--- src/rtl/clk_div_pkg.sv ---
// Shared types and helpers for the multi-channel clock divider.
package clk_div_pkg;

  localparam int DIV_W_DEF   = 16;
  localparam int RST_DIV_DEF = 2;
  // Widest divisor the helper function accepts; channels zero-extend into it.
  localparam int DIV_W_MAX   = 32;

  typedef enum logic {
    DIV_IDLE = 1'b0,
    DIV_RUN  = 1'b1
  } div_state_t;

  typedef logic [DIV_W_MAX-1:0] div_wide_t;
  typedef logic [DIV_W_MAX:0]   div_hi_t;

  // Length of the high phase: ceil(N/2). One extra bit so N=all-ones cannot wrap.
  function automatic div_hi_t div_hi(input div_wide_t n);
    return (div_hi_t'(n) + div_hi_t'(1)) >> 1;
  endfunction

endpackage

--- src/rtl/clk_div_multi_if.sv ---
// Control/status bundle for clk_div_multi: per-channel enables, divisor
// writes, global sync and the divided clock/tick/pending outputs.
interface clk_div_multi_if
  import clk_div_pkg::*;
#(
  parameter int NUM_CH = 4,
  parameter int DIV_W  = DIV_W_DEF
);
  logic [NUM_CH-1:0]       i_en;
  logic [NUM_CH-1:0]       i_div_we;
  logic [NUM_CH*DIV_W-1:0] i_div_wdata;
  logic                    i_sync;
  logic [NUM_CH-1:0]       o_clk;
  logic [NUM_CH-1:0]       o_tick;
  logic [NUM_CH-1:0]       o_pending;

  // Controller side: drives enables/writes/sync, observes clocks.
  modport master (
    output i_en, i_div_we, i_div_wdata, i_sync,
    input  o_clk, o_tick, o_pending
  );

  // Divider side.
  modport slave (
    input  i_en, i_div_we, i_div_wdata, i_sync,
    output o_clk, o_tick, o_pending
  );
endinterface

--- src/rtl/clk_div_chan.sv ---
// One divider channel: IDLE/RUN state, period counter, active/shadow
// divisor pair and registered clock/tick outputs. Divisors below 2 pass
// the source clock through a gate enabled by a registered run flag.
module clk_div_chan
  import clk_div_pkg::*;
#(
  parameter int DIV_W   = DIV_W_DEF,
  parameter int RST_DIV = RST_DIV_DEF
) (
  input  logic             i_clk,
  input  logic             i_rst,
  input  logic             i_en,
  input  logic             i_we,
  input  logic [DIV_W-1:0] i_wdata,
  input  logic             i_sync,
  output logic             o_clk,
  output logic             o_tick,
  output logic             o_pending
);

  localparam logic [DIV_W-1:0] RST_N = DIV_W'(RST_DIV);
  localparam logic [DIV_W-1:0] N_ONE = DIV_W'(1);
  localparam logic [DIV_W-1:0] N_TWO = DIV_W'(2);

  div_state_t       state_q, state_d;
  logic [DIV_W-1:0] cnt_q, cnt_d;
  logic [DIV_W-1:0] act_q, act_d;
  logic [DIV_W-1:0] shd_q, shd_d;
  logic             pend_q, pend_d;
  logic             clk_q, clk_d;
  logic             tick_q, tick_d;
  logic             byp_q, byp_d;

  logic [DIV_W-1:0] n_new;
  logic [DIV_W-1:0] cnt_inc;
  logic             byp_now;
  logic             per_end;
  div_hi_t          hi;

  // Divisor for a period starting on this edge: a same-cycle write beats a pending shadow.
  always_comb begin
    n_new = act_q;
    if (i_we)        n_new = i_wdata;
    else if (pend_q) n_new = shd_q;
  end

  // In bypass every cycle is a period end, so writes there land directly.
  assign byp_now = (act_q < N_TWO);
  assign per_end = byp_now || (cnt_q >= act_q - N_ONE);
  assign cnt_inc = cnt_q + N_ONE;
  assign hi      = div_hi(div_wide_t'(act_q));

  // Next-state: disable > sync/start/period end (all restart at cnt=0) > count.
  always_comb begin
    state_d = state_q;
    cnt_d   = cnt_q;
    act_d   = act_q;
    shd_d   = shd_q;
    pend_d  = pend_q;
    clk_d   = clk_q;
    tick_d  = tick_q;
    if (!i_en) begin
      state_d = DIV_IDLE;
      cnt_d   = '0;
      clk_d   = 1'b0;
      tick_d  = 1'b0;
      // Outputs are parked, so a write or a sync-applied shadow can land directly.
      if (i_we || (i_sync && pend_q)) begin
        act_d  = n_new;
        pend_d = 1'b0;
      end
    end else if ((state_q == DIV_IDLE) || i_sync || per_end) begin
      state_d = DIV_RUN;
      cnt_d   = '0;
      act_d   = n_new;
      pend_d  = 1'b0;
      clk_d   = (n_new >= N_TWO);
      tick_d  = (n_new < N_TWO);
    end else begin
      cnt_d  = cnt_inc;
      clk_d  = (div_hi_t'(cnt_inc) < hi);
      tick_d = (cnt_inc == act_q - N_ONE);
      // Mid-period write: hold in shadow until the boundary to avoid a runt.
      if (i_we) begin
        shd_d  = i_wdata;
        pend_d = 1'b1;
      end
    end
  end

  assign byp_d = (state_d == DIV_RUN) && (act_d < N_TWO);

  // State and output registers; reset clears outputs asynchronously.
  always_ff @(posedge i_clk or posedge i_rst) begin
    if (i_rst) begin
      state_q <= DIV_IDLE;
      cnt_q   <= '0;
      act_q   <= RST_N;
      shd_q   <= RST_N;
      pend_q  <= 1'b0;
      clk_q   <= 1'b0;
      tick_q  <= 1'b0;
      byp_q   <= 1'b0;
    end else begin
      state_q <= state_d;
      cnt_q   <= cnt_d;
      act_q   <= act_d;
      shd_q   <= shd_d;
      pend_q  <= pend_d;
      clk_q   <= clk_d;
      tick_q  <= tick_d;
      byp_q   <= byp_d;
    end
  end

  // Bypass path is a gated copy of i_clk; time it as a generated clock.
  assign o_clk     = clk_q | (i_clk & byp_q);
  assign o_tick    = tick_q;
  assign o_pending = pend_q;

endmodule

--- src/rtl/clk_div_multi.sv ---
// Multi-channel programmable clock divider: NUM_CH independent channels,
// shared sync, divisors packed DIV_W bits per channel.
module clk_div_multi
  import clk_div_pkg::*;
#(
  parameter int NUM_CH  = 4,
  parameter int DIV_W   = DIV_W_DEF,
  parameter int RST_DIV = RST_DIV_DEF
) (
  input  logic           i_clk,
  input  logic           i_rst,
  clk_div_multi_if.slave bus
);

  logic [NUM_CH-1:0] clk_w;
  logic [NUM_CH-1:0] tick_w;
  logic [NUM_CH-1:0] pend_w;

  for (genvar k = 0; k < NUM_CH; k++) begin : g_ch
    clk_div_chan #(
      .DIV_W   (DIV_W),
      .RST_DIV (RST_DIV)
    ) u_chan (
      .i_clk     (i_clk),
      .i_rst     (i_rst),
      .i_en      (bus.i_en[k]),
      .i_we      (bus.i_div_we[k]),
      .i_wdata   (bus.i_div_wdata[k*DIV_W +: DIV_W]),
      .i_sync    (bus.i_sync),
      .o_clk     (clk_w[k]),
      .o_tick    (tick_w[k]),
      .o_pending (pend_w[k])
    );
  end

  assign bus.o_clk     = clk_w;
  assign bus.o_tick    = tick_w;
  assign bus.o_pending = pend_w;

endmodule

--- src/flat_wrapper.sv ---
// flat-port wrapper written by rule: the top's interface ports become plain ports
module clk_div_multi_flat import clk_div_pkg::*;
#(
  parameter int NUM_CH  = 4,
  parameter int DIV_W   = DIV_W_DEF,
  parameter int RST_DIV = RST_DIV_DEF
)
  (i_clk, i_rst, bus_i_en, bus_i_div_we, bus_i_div_wdata, bus_i_sync, bus_o_clk, bus_o_tick, bus_o_pending);
  clk_div_multi_if #(.NUM_CH(NUM_CH), .DIV_W(DIV_W)) bus_i ();
  input  logic i_clk;
  input  logic i_rst;
  input wire logic [$bits(bus_i.i_en)-1:0] bus_i_en;
  input wire logic [$bits(bus_i.i_div_we)-1:0] bus_i_div_we;
  input wire logic [$bits(bus_i.i_div_wdata)-1:0] bus_i_div_wdata;
  input wire logic [$bits(bus_i.i_sync)-1:0] bus_i_sync;
  output wire logic [$bits(bus_i.o_clk)-1:0] bus_o_clk;
  output wire logic [$bits(bus_i.o_tick)-1:0] bus_o_tick;
  output wire logic [$bits(bus_i.o_pending)-1:0] bus_o_pending;
  assign bus_i.i_en = bus_i_en;
  assign bus_i.i_div_we = bus_i_div_we;
  assign bus_i.i_div_wdata = bus_i_div_wdata;
  assign bus_i.i_sync = bus_i_sync;
  assign bus_o_clk = bus_i.o_clk;
  assign bus_o_tick = bus_i.o_tick;
  assign bus_o_pending = bus_i.o_pending;
  clk_div_multi #(.NUM_CH(NUM_CH), .DIV_W(DIV_W), .RST_DIV(RST_DIV)) u_core (.i_clk(i_clk), .i_rst(i_rst), .bus(bus_i));
endmodule
--- config.mk ---
export PLATFORM = sky130hd
export DESIGN_NAME = clk_div_multi_flat
export DESIGN_NICKNAME = d
export VERILOG_FILES = /design/src/rtl/clk_div_pkg.sv /design/src/rtl/clk_div_multi_if.sv /design/src/rtl/clk_div_chan.sv /design/src/rtl/clk_div_multi.sv /design/src/flat_wrapper.sv
export SDC_FILE = /design/constraint.sdc
export NUM_CORES = 1
export LEC_CHECK = 0
export CAP_MARGIN = 20
export CORE_MARGIN = 3
export CORE_UTILIZATION = 25
export DETAILED_ROUTE_END_ITERATION = 7
export GPL_TIMING_DRIVEN = 0
export PLACE_DENSITY = 0.5
export SYNTH_ARGS = -nofsm -noshare
export SYNTH_HDL_FRONTEND = slang
export SYNTH_SLANG_ARGS = --single-unit
--- constraint.sdc ---
create_clock -name i_clk -period 11.1 [get_ports i_clk]
set_input_delay 3.33 -clock i_clk [delete_from_list [all_inputs] [get_ports i_clk]]
set_output_delay 3.33 -clock i_clk [all_outputs]
set_load 0.01 [all_outputs]
==> results.json <==
{
  "outcome": "finished clean",
  "rr_endpoint": "u_core.g_ch[2].u_chan.shd_q[8]",
  "crit_start": "i_clk",
  "vias_per_cell": 4.79,
  "regToRegStartpoint": "u_core.g_ch[2].u_chan.act_q[4]",
  "worst_slew_pin_slew_ns": 1.09,
  "start_util": 0.254,
  "core-area_um2": 63300,
  "wl_mm": 46.7,
  "final-setup-viol-count": 0,
  "drtIter0Drc": 712,
  "insertion_delay_ns": 0.70,
  "seq_power_share": 0.346,
  "rows": 92,
  "port_buffers": 85,
  "gp_congestion": 0.855,
  "power_density_nw_per_um2": 140,
  "cts_resized": 0,
  "finalNetCount": 2142,
  "drive_gt1_frac": 0.0824,
  "power.total_mw": 2.68,
  "start_kind": "clock port",
  "crit_fanout": 5,
  "synth_area_um2": 16100,
  "ios": 87,
  "grtUsageTotal": 0.139,
  "fillers": 6716,
  "finClkSkew_ns": 0.0291,
  "gr-total-overflow": 0,
  "comb_power_share": 0.261,
  "worstPathRequired_ns": 7.77,
  "dieArea_um2": 67400,
  "synth_top_flop_cell": "dfrtp_1",
  "avgSynthCellArea_um2": 8.88,
  "critPathKind": "clk2out",
  "synth-edff-count": 0,
  "postPlaceCellArea_um2": 18000,
  "p_leak_nw": 8.22,
  "dpl.hpwl_mm": 35.3,
  "final_cell_area_um2": 19100,
  "post-place-ws_ns": 1.50,
  "antenna_found_initial": 8,
  "drc_errors": 0,
  "report.final.slew_viol_count": 0,
  "internal_power_mw": 1.81,
  "cts_tree": "done",
  "syn_nets": 2021,
  "p_switching_uw": 868,
  "max-cap-violations": 0,
  "vdd_drop_max_mv": 0.116,
  "first_global_vias": 14000,
  "fp.dieW_um": 260,
  "final-seq-area_um2": 5320,
  "grt_max_degree": 113,
  "rr_worst_depth": 16,
  "cp.arrival_ns": 6.63,
  "synthCells": 1810,
  "postCtsHoldBufs": 0,
  "worst_setup_path_end_kind": "primary output",
  "worstSetupEndpoint": "bus_o_clk[0]",
  "hold_viol": 0,
  "min_path_type": "reg2reg",
  "wl_per_cell_um": 16.6,
  "finalWorstSetupSlack_ns": 1.14,
  "min-delay-start": "u_core.g_ch[1].u_chan.shd_q[8]",
  "r2r_slack_ns": 5.88,
  "max_slew_margin": 0.271,
  "num_vias": 13400,
  "p_sw_frac": 0.324,
  "path_clk_slew_ns": 0.05,
  "grt_pass1_wl_mm": 76.3,
  "dr.pass1.iters": 5,
  "final_common_cell": "dfrtp_1",
  "pwr-share-clk": 0.394,
  "yosys_register_bits": 212,
  "area_growth_pct": 18.9,
  "grt_setup_unrepaired": "no",
  "ys_types": 70,
  "yosysSeqAreaShare": 0.331,
  "ys_async_sr_fraction": 1.00,
  "multi_input_area_um2": 9890,
  "final_cell_mix": "dfrtp_1, nor2_1, ha_1",
  "antenna_left": 0,
  "yosysWarnings": 0,
  "post_cts_buffers": 0,
  "die_y_um": 260
}
-- cell type report --
class                      count  share of cell area
tap                          846              0.0554
buffer                       127              0.0285
inverter                      87              0.0175
sequential                   212               0.278
timing repair buffer          82              0.0439
clock inverter                10             0.00759
multi-input combinational   1384               0.518
antenna                        7            0.000916
clock buffer                  51              0.0507
-- synthesized netlist by cell type (31+ instances only) --
library cell	instances	area (um2)
nand4_1	48	300
mux2_2	58	653
a22oi_1	31	233
nand3_1	73	365
mux2i_1	31	310
nand2_1	117	439
inv_1	85	319
xor2_1	111	972
clkbuf_1	90	338
a21oi_1	60	300
ha_1	136	1700
dfrtp_1	204	5100
nor3_1	55	275
xnor2_1	115	1010
o21ai_0	62	310
nor2_1	156	586
-- state kept, by name, indices dropped and copies added (netlist names) --
| register | count |
|---|---|
| u_core.g_ch.u_chan.act_q | 64 |
| u_core.g_ch.u_chan.byp_q | 4 |
| u_core.g_ch.u_chan.clk_q | 4 |
| u_core.g_ch.u_chan.cnt_q | 64 |
| u_core.g_ch.u_chan.o_pending | 4 |
| u_core.g_ch.u_chan.o_tick | 4 |
| u_core.g_ch.u_chan.shd_q | 64 |
| u_core.g_ch.u_chan.state_q | 4 |
-- how the worst min path moves through the flow --
stage,endpoint,slack [ns],cells past startpoint
2_1_floorplan,u_core.g_ch[1].u_chan.shd_q[8],0.46,1
3_3_place_gp,u_core.g_ch[3].u_chan.shd_q[2],0.48,1
3_5_place_dp,u_core.g_ch[1].u_chan.shd_q[8],0.48,1
4_1_cts,u_core.g_ch[1].u_chan.shd_q[8],0.49,1
5_1_grt,u_core.g_ch[1].u_chan.shd_q[8],0.52,1
6_report,u_core.g_ch[1].u_chan.shd_q[8],0.49,1
-- kinds of logic (layout without fill, tap and decap cells) --
| group | after synthesis | after routing | synth area share |
|---|---|---|---|
| AND/OR/NAND/NOR | 604 | 604 | 0.187 |
| AO/OA/AOI/OAI | 316 | 316 | 0.131 |
| XOR/XNOR | 226 | 226 | 0.123 |
| buffers and inverters | 214 | 357 | 0.0542 |
| flip-flops | 212 | 212 | 0.331 |
| adder cells (fa/ha/maj) | 136 | 136 | 0.106 |
| multiplexers | 102 | 102 | 0.0690 |
| other | 0 | 7 | 0 |
-- power by group through the flow --
stage               Clock [mW]  Sequential, mW  Combinational, mW
finish                    1.06           0.927              0.698
global placement       0.00467           0.937              0.684
floorplan              0.00291           0.921              0.512
CTS                       1.10           0.926              0.702
detailed placement     0.00467           0.939              0.697
global route              1.14           0.939              0.786
-- through the flow --
| stage | util | TNS, ns | hold WS [ns] | instances |
|---|---|---|---|---|
| 3_3_place_gp | 0.284 | -261.27 | 0.476 | 2741 |
| 6_report | 0.302 | 0 | 0.489 | 2806 |
| 2_1_floorplan | - | 0 | 0.459 | 1810 |
| 5_1_grt | 0.302 | 0 | 0.519 | 2801 |
| 3_5_place_dp | 0.285 | 0 | 0.482 | 2742 |
| 4_1_cts | 0.302 | 0 | 0.495 | 2799 |
-- critical path, stage by stage --
cell and delay (ns):
clkbuf_16 0.14, clkbuf_16 0.16, a21o_1 0.18, buf_4 0.13, clkdlybuf4s50_1 0.47
-- metal layers --
layer,part of all wire,GRT usage
met1,0.48,0.190
met2,0.45,0.221
met3,0.051,0.0275
met4,0.022,0.0455
met5,0.00058,0
No activity file was read; power rests on OpenSTA's default activity.
